$ cat src/rtl/multi_dma_controller_if.sv
// Bus-side signal bundle of the multi-channel DMA controller.
// The DMA engine takes the master view; the CPU/RAM environment takes the slave view.
interface multi_dma_controller_if #(
  parameter int NUM_BLK = 2,
  parameter int ADDR_W  = 16,
  parameter int DATA_W  = 8
);
  logic                      ce;
  logic                      odd_cycle;
  logic                      cpu_read;
  logic [NUM_BLK-1:0]        blk_trigger;
  logic [7:0]                data_from_cpu;
  logic [NUM_BLK*ADDR_W-1:0] blk_dest;
  logic                      fetch_req;
  logic [ADDR_W-1:0]         fetch_addr;
  logic [DATA_W-1:0]         data_from_ram;
  logic [ADDR_W-1:0]         aout;
  logic                      aout_enable;
  logic                      read;
  logic [DATA_W-1:0]         data_to_ram;
  logic                      fetch_ack;
  logic [NUM_BLK-1:0]        blk_busy;
  logic [NUM_BLK-1:0]        blk_done;
  logic                      pause_cpu;

  modport master (
    input  ce, odd_cycle, cpu_read, blk_trigger, data_from_cpu, blk_dest,
           fetch_req, fetch_addr, data_from_ram,
    output aout, aout_enable, read, data_to_ram, fetch_ack, blk_busy, blk_done, pause_cpu
  );

  modport slave (
    output ce, odd_cycle, cpu_read, blk_trigger, data_from_cpu, blk_dest,
           fetch_req, fetch_addr, data_from_ram,
    input  aout, aout_enable, read, data_to_ram, fetch_ack, blk_busy, blk_done, pause_cpu
  );
endinterface

$ cat src/rtl/multi_dma_controller.sv
// Multi-channel DMA: index-prioritised block-copy channels (read on even, write on odd cycles)
// plus a single-byte fetch channel that steals an even slot from an active copy.
module multi_dma_controller #(
  parameter int NUM_BLK = 2,
  parameter int BLK_LEN = 256,
  parameter int ADDR_W  = 16,
  parameter int DATA_W  = 8
) (
  input logic                    clk,
  input logic                    reset_n,
  multi_dma_controller_if.master bus
);
  localparam int CW = (BLK_LEN > 1) ? $clog2(BLK_LEN) : 1;
  localparam int IW = (NUM_BLK > 1) ? $clog2(NUM_BLK) : 1;

  typedef enum logic [1:0] {BLK_IDLE, BLK_PEND, BLK_ACTIVE} blk_state_t;
  typedef enum logic {FETCH_IDLE, FETCH_WAIT} fetch_state_t;

  blk_state_t [NUM_BLK-1:0]        blk_state, blk_state_next;
  logic [NUM_BLK-1:0][ADDR_W-1:0]  src, src_next;
  logic [NUM_BLK-1:0][CW-1:0]      count, count_next;
  logic [NUM_BLK-1:0]              done, done_next;
  fetch_state_t                    fetch_state, fetch_state_next;
  logic [DATA_W-1:0]               latch, latch_next;

  logic               any_active;
  logic [IW-1:0]      act_idx;
  logic [NUM_BLK-1:0] grant;
  logic               blocked;
  logic               start_ok, fetch_wait, act_even, act_odd;
  logic [ADDR_W-1:0]  page_base, act_src, act_dest;
  logic [CW-1:0]      act_count;

  assign page_base  = ADDR_W'({{ADDR_W{1'b0}}, bus.data_from_cpu} << CW);
  assign fetch_wait = (fetch_state == FETCH_WAIT);
  assign start_ok   = bus.cpu_read && bus.odd_cycle && !fetch_wait;

  // Only one channel may own the copy engine; a pending lower index blocks all higher ones.
  always_comb begin
    any_active = 1'b0;
    act_idx    = '0;
    grant      = '0;
    for (int i = 0; i < NUM_BLK; i++) begin
      if (blk_state[i] == BLK_ACTIVE) begin
        any_active = 1'b1;
        act_idx    = IW'(i);
      end
    end
    blocked = any_active;
    for (int i = 0; i < NUM_BLK; i++) begin
      if (blk_state[i] == BLK_PEND && !blocked) grant[i] = 1'b1;
      if (blk_state[i] != BLK_IDLE) blocked = 1'b1;
    end
  end

  assign act_src   = src[act_idx];
  assign act_count = count[act_idx];
  assign act_dest  = bus.blk_dest[act_idx*ADDR_W +: ADDR_W];

  always_comb begin
    blk_state_next   = blk_state;
    src_next         = src;
    count_next       = count;
    done_next        = '0;
    latch_next       = latch;
    fetch_state_next = fetch_state;
    for (int i = 0; i < NUM_BLK; i++) begin
      if (bus.blk_trigger[i]) begin
        src_next[i]       = page_base;
        count_next[i]     = '0;
        blk_state_next[i] = BLK_PEND;
      end else begin
        case (blk_state[i])
          BLK_PEND:
            if (grant[i] && start_ok) blk_state_next[i] = BLK_ACTIVE;
          BLK_ACTIVE:
            if (!bus.odd_cycle) begin
              // A fetch owning this even slot pushes the copy back to PEND with count kept.
              if (fetch_wait) blk_state_next[i] = BLK_PEND;
            end else begin
              count_next[i] = count[i] + 1'b1;
              if (&count[i]) begin
                blk_state_next[i] = BLK_IDLE;
                done_next[i]      = 1'b1;
              end
            end
          default: ;
        endcase
      end
    end
    if (any_active && !bus.odd_cycle && !fetch_wait) latch_next = bus.data_from_ram;
    case (fetch_state)
      FETCH_IDLE: if (bus.fetch_req && bus.cpu_read && !bus.odd_cycle) fetch_state_next = FETCH_WAIT;
      FETCH_WAIT: if (!bus.odd_cycle) fetch_state_next = FETCH_IDLE;
      default:    fetch_state_next = FETCH_IDLE;
    endcase
  end

  always_ff @(posedge clk or negedge reset_n) begin
    if (!reset_n) begin
      for (int i = 0; i < NUM_BLK; i++) blk_state[i] <= BLK_IDLE;
      src         <= '0;
      count       <= '0;
      done        <= '0;
      fetch_state <= FETCH_IDLE;
      latch       <= '0;
    end else if (bus.ce) begin
      blk_state   <= blk_state_next;
      src         <= src_next;
      count       <= count_next;
      done        <= done_next;
      fetch_state <= fetch_state_next;
      latch       <= latch_next;
    end
  end

  assign bus.fetch_ack   = bus.ce && fetch_wait && !bus.odd_cycle;
  assign act_even        = bus.ce && any_active && !bus.odd_cycle && !fetch_wait;
  assign act_odd         = bus.ce && any_active && bus.odd_cycle;
  assign bus.aout_enable = bus.fetch_ack || act_even || act_odd;
  assign bus.read        = !act_odd;
  assign bus.data_to_ram = latch;
  assign bus.blk_done    = done;

  always_comb begin
    bus.aout = '0;
    if (bus.fetch_ack)  bus.aout = bus.fetch_addr;
    else if (act_even)  bus.aout = act_src | ADDR_W'(act_count);
    else if (act_odd)   bus.aout = act_dest;
  end

  always_comb begin
    bus.blk_busy = '0;
    for (int i = 0; i < NUM_BLK; i++) bus.blk_busy[i] = (blk_state[i] != BLK_IDLE);
  end

  assign bus.pause_cpu = ((|bus.blk_busy) || bus.fetch_req || fetch_wait) && bus.cpu_read;
endmodule
$ cat src/flat_wrapper.sv
// flat-port wrapper written by rule: the top's interface ports become plain ports
module multi_dma_controller_flat 
#(
  parameter int NUM_BLK = 2,
  parameter int BLK_LEN = 256,
  parameter int ADDR_W  = 16,
  parameter int DATA_W  = 8
)
  (clk, reset_n, bus_ce, bus_odd_cycle, bus_cpu_read, bus_blk_trigger, bus_data_from_cpu, bus_blk_dest, bus_fetch_req, bus_fetch_addr, bus_data_from_ram, bus_aout, bus_aout_enable, bus_read, bus_data_to_ram, bus_fetch_ack, bus_blk_busy, bus_blk_done, bus_pause_cpu);
  multi_dma_controller_if #(.NUM_BLK(NUM_BLK), .ADDR_W(ADDR_W), .DATA_W(DATA_W)) bus_i ();
  input logic clk;
  input logic reset_n;
  input wire logic [$bits(bus_i.ce)-1:0] bus_ce;
  input wire logic [$bits(bus_i.odd_cycle)-1:0] bus_odd_cycle;
  input wire logic [$bits(bus_i.cpu_read)-1:0] bus_cpu_read;
  input wire logic [$bits(bus_i.blk_trigger)-1:0] bus_blk_trigger;
  input wire logic [$bits(bus_i.data_from_cpu)-1:0] bus_data_from_cpu;
  input wire logic [$bits(bus_i.blk_dest)-1:0] bus_blk_dest;
  input wire logic [$bits(bus_i.fetch_req)-1:0] bus_fetch_req;
  input wire logic [$bits(bus_i.fetch_addr)-1:0] bus_fetch_addr;
  input wire logic [$bits(bus_i.data_from_ram)-1:0] bus_data_from_ram;
  output wire logic [$bits(bus_i.aout)-1:0] bus_aout;
  output wire logic [$bits(bus_i.aout_enable)-1:0] bus_aout_enable;
  output wire logic [$bits(bus_i.read)-1:0] bus_read;
  output wire logic [$bits(bus_i.data_to_ram)-1:0] bus_data_to_ram;
  output wire logic [$bits(bus_i.fetch_ack)-1:0] bus_fetch_ack;
  output wire logic [$bits(bus_i.blk_busy)-1:0] bus_blk_busy;
  output wire logic [$bits(bus_i.blk_done)-1:0] bus_blk_done;
  output wire logic [$bits(bus_i.pause_cpu)-1:0] bus_pause_cpu;
  assign bus_i.ce = bus_ce;
  assign bus_i.odd_cycle = bus_odd_cycle;
  assign bus_i.cpu_read = bus_cpu_read;
  assign bus_i.blk_trigger = bus_blk_trigger;
  assign bus_i.data_from_cpu = bus_data_from_cpu;
  assign bus_i.blk_dest = bus_blk_dest;
  assign bus_i.fetch_req = bus_fetch_req;
  assign bus_i.fetch_addr = bus_fetch_addr;
  assign bus_i.data_from_ram = bus_data_from_ram;
  assign bus_aout = bus_i.aout;
  assign bus_aout_enable = bus_i.aout_enable;
  assign bus_read = bus_i.read;
  assign bus_data_to_ram = bus_i.data_to_ram;
  assign bus_fetch_ack = bus_i.fetch_ack;
  assign bus_blk_busy = bus_i.blk_busy;
  assign bus_blk_done = bus_i.blk_done;
  assign bus_pause_cpu = bus_i.pause_cpu;
  multi_dma_controller #(.NUM_BLK(NUM_BLK), .BLK_LEN(BLK_LEN), .ADDR_W(ADDR_W), .DATA_W(DATA_W)) u_core (.clk(clk), .reset_n(reset_n), .bus(bus_i));
endmodule
$ cat config.mk
export PLATFORM = sky130hd
export DESIGN_NAME = multi_dma_controller_flat
export DESIGN_NICKNAME = d
export VERILOG_FILES = /design/src/rtl/multi_dma_controller_if.sv /design/src/rtl/multi_dma_controller.sv /design/src/flat_wrapper.sv
export SDC_FILE = /design/constraint.sdc
export NUM_CORES = 1
export LEC_CHECK = 0
export ABC_AREA = 1
export CAP_MARGIN = 20
export CELL_PAD_IN_SITES_DETAIL_PLACEMENT = 1
export CELL_PAD_IN_SITES_GLOBAL_PLACEMENT = 2
export CORE_MARGIN = 3
export CORE_UTILIZATION = 24
export CTS_BUF_LIST = sky130_fd_sc_hd__clkbuf_8
export DETAILED_ROUTE_END_ITERATION = 7
export PLACE_DENSITY_LB_ADDON = 0.3
export SYNTH_ARGS = -nofsm -noshare
export SYNTH_HDL_FRONTEND = slang
export SYNTH_SLANG_ARGS = --single-unit
$ cat constraint.sdc
create_clock -name clk -period 2.3 [get_ports clk]
set_input_delay 0.46 -clock clk [delete_from_list [all_inputs] [get_ports clk]]
set_output_delay 0.46 -clock clk [all_outputs]
set_load 0.05 [all_outputs]
==> out/summary.txt <==
Reg-to-reg endpoint: u_core.count[14]$_DFFE_PN0P_
Top-level I/O count: 104
RD Place Congestion: 0.794
Post-synthesis sequential element count: 47
Post-route ant nets: 0
Slew HR: 57.2%
Initial core utilization: 25.0%
Gr ovfl total: 0
H-tree levels: 2
Core Area: 12300 um^2
Via density: 4.50
Final #Nets: 659
Share of cells above drive strength 1: 12.3%
Initial antenna violation count: 0
Syn_nets: 543
Clk slew on worst S/H paths: 90 ps
Die area: 14200 um^2
CTS Root Cell: clkbuf_8
Kind of critical path: register to primary output
Slowest-stage cell, CP: dfrtp_1
Crit path capture: bus_aout[15]
Yosys warning total: 0
Number of port buffers: 103
Area of the multi-input gates: 1610 um^2
Buffers & Inverters on Critical Path: 3
Hold violation count in the final report: 0
Vias: 3394
Reg2reg setup slack: 720 ps
Clk_skew: 5.92 ps
FF+latch area: 1180 um^2
GRT Total Usage: 16.3%
Static Leak: 2.24 nW
Largest net degree at the start of global routing: 32
Diodes inserted: 0
Most frequent cells in the layout: nand2_1 (208), clkdlybuf4s50_1 (79), nand3_1 (55), dfrtp_1 (46), inv_1 (36)
Routed wire length: 11600 um
DR DRC count: 0
Placement Cell Area: 4360 um^2
RSZ-0062 raised after global routing: no
Cell variety after synth: 26
Endpoint type of the worst setup path: primary output
Max Slew Vio Count: 0
Final min period: 2190 ps
# fillers: 1564
Row cnt: 40
Routed length per instance: 15.4 um
Cts bufs inserted: 5
Endpoints failing setup: 0
R2r worst-path depth: 9
Skew-Pair Late Insertion Delay: 310 ps
Area Growth Syn to Fin: 48.3%
Chip width: 119 um
Drt pass-1 iters: 5
Max incr delay on CP: 420 ps
TritonCTS clock tree: yes
Drt initial violations: 162
Pre-CTS WS: -29.3 ps
CP Depth: 9
VDD IR max: 0.230 mV
Hpwl dp: 8810 um
Clock sinks: 47
Final worst slack: 112 ps
Startpoint types: register
Outcome: completed
Die H: 119 um
Clock Tree Buf Depth: 2
Crit path launch: u_core.blk_state[2]$_DFFE_PN0P_
Max cap viols: 0
First-pass GRT wire length: 18600 um
Critical path required time: 1840 ps
Average size of a mapped cell: 6.53 um^2
Vias in the first global route: 3545
Fin area: 4540 um^2
HP Class: primary input to asynchronous set/reset pin
Worst R2R Start: u_core.blk_state[2]$_DFFE_PN0P_
Pwr/cell area: 693 nW/um^2
Final period util: 95.1%
Crit-path cells: inv_2 -> nand2_4 -> nand2_2 -> nand2_4 -> nor2_8 -> buf_12 -> nand2_1 -> nand3_1 -> buf_6
Most common cell after layout, fill and taps aside: nand2_1
Worst-path fanout max: 14
CP top delay family: simple AND/OR/NAND/NOR gates
Max frequency: 457 MHz
Syn Std Cell Area: 3060 um^2
Register area share after synthesis: 38.4%
Syn Inst Count: 469
Measured slew at the worst slew-check pin: 642 ps
Worst path most repeated cell: nand2_4
CP arrival: 1730 ps
==> cells by family after synthesis <==
kind of cell	share of synthesized area (%)
AND/OR/NAND/NOR	43.6
adder cells (fa/ha/maj)	0.817
flip-flops	38.4
AO/OA/AOI/OAI	7.35
XOR/XNOR	0.286
buffers and inverters	9.52
==> repair_timing <==
item | in CTS | in global routing
pin swaps | 1 | 0
gates resized for setup | 5 | 14
setup endpoints to repair | 16 | 17
buffers inserted | 2 | 1
endpoints found under the hold margin | 0 | 0
hold buffers | 0 | 0
gates cloned | 0 | 1
==> routing by layer <==
metal  global-route usage [%]  vias up  wire (um)
met2                     28.4       43       5790
met5                        0        -          0
li1                         -     1718          -
met3                     2.56       10        355
met4                     2.97        0         97
met1                     21.6     1623       5360
==> flip-flops by register name, indices dropped and copies added, names as in the netlist <==
register and cells:
u_core.blk_state 4, u_core.bus.blk_done 2, u_core.bus.data_to_ram 8, u_core.count 16
u_core.fetch_state 1, u_core.src 16
==> Yosys cell counts (all sizes together) <==
| library cell | instances | share of area, % |
|---|---|---|
| a21oi | 3 | 0.49 |
| buf | 15 | 4.0 |
| clkbuf | 2 | 0.25 |
| clkinv | 1 | 0.12 |
| dfrtp | 47 | 38 |
| ha | 2 | 0.82 |
| inv | 42 | 5.1 |
| nand2 | 215 | 27 |
| nand3 | 56 | 9.2 |
| nand4 | 11 | 2.2 |
| nor2 | 31 | 4.7 |
| nor3 | 1 | 0.16 |
| nor3b | 1 | 0.25 |
| o21ai | 39 | 6.4 |
| o21bai | 1 | 0.25 |
| o31ai | 1 | 0.25 |
| xor2 | 1 | 0.29 |
==> worst register-to-register path, stage by stage (launching register included) <==
cell and delay [ps]:
dfrtp_1 420, inv_2 100, nand2_4 100, buf_12 190
nand2_1 110, nand3_1 190, nor2_1 200, nand2_1 70
nand2_1 60, nor2_1 40
==> worst min path at each step <==
stage	end	from	slack, ps	cells after the start
after CTS	u_core.blk_state[1]$_DFFE_PN0P_	reset_n	180	1
after global routing	u_core.blk_state[1]$_DFFE_PN0P_	reset_n	200	1
final	u_core.blk_state[1]$_DFFE_PN0P_	reset_n	150	1
after global placement	u_core.bus.data_to_ram[0]$_DFFE_PN0P_	u_core.bus.data_to_ram[0]$_DFFE_PN0P_	450	2
after detailed placement	u_core.bus.data_to_ram[0]$_DFFE_PN0P_	u_core.bus.data_to_ram[0]$_DFFE_PN0P_	460	2
after floorplan	u_core.blk_state[0]$_DFFE_PN0P_	reset_n	160	0
==> area by class of cell <==
cell class	instances	share of cell area, %
multi-input cells	362	35.3
repair buffers	126	28.6
clock buffers	5	1.51
well taps	168	4.63
flip-flops and latches	47	25.9
inverters	43	3.55
clock inverters	3	0.441
==> report_power, final <==
part	internal [mW]	switching, mW	total (mW)
clock	0.212	0.307	0.519
combinational	0.569	0.994	1.56
sequential	0.964	0.101	1.06
==> through the flow <==
stage	instances	hold slack (ps)	utilization (%)	TNS, ps	power [mW]
global placement	742	453	35.6	-1.92	2.60
detailed placement	742	463	35.6	-70.5	2.62
floorplan	469	164	-	0	1.98
global route	754	200	37.1	0	3.35
finish	754	151	37.1	0	3.15
CTS	752	184	36.5	0	3.16
(Power assumes the default switching activity.)
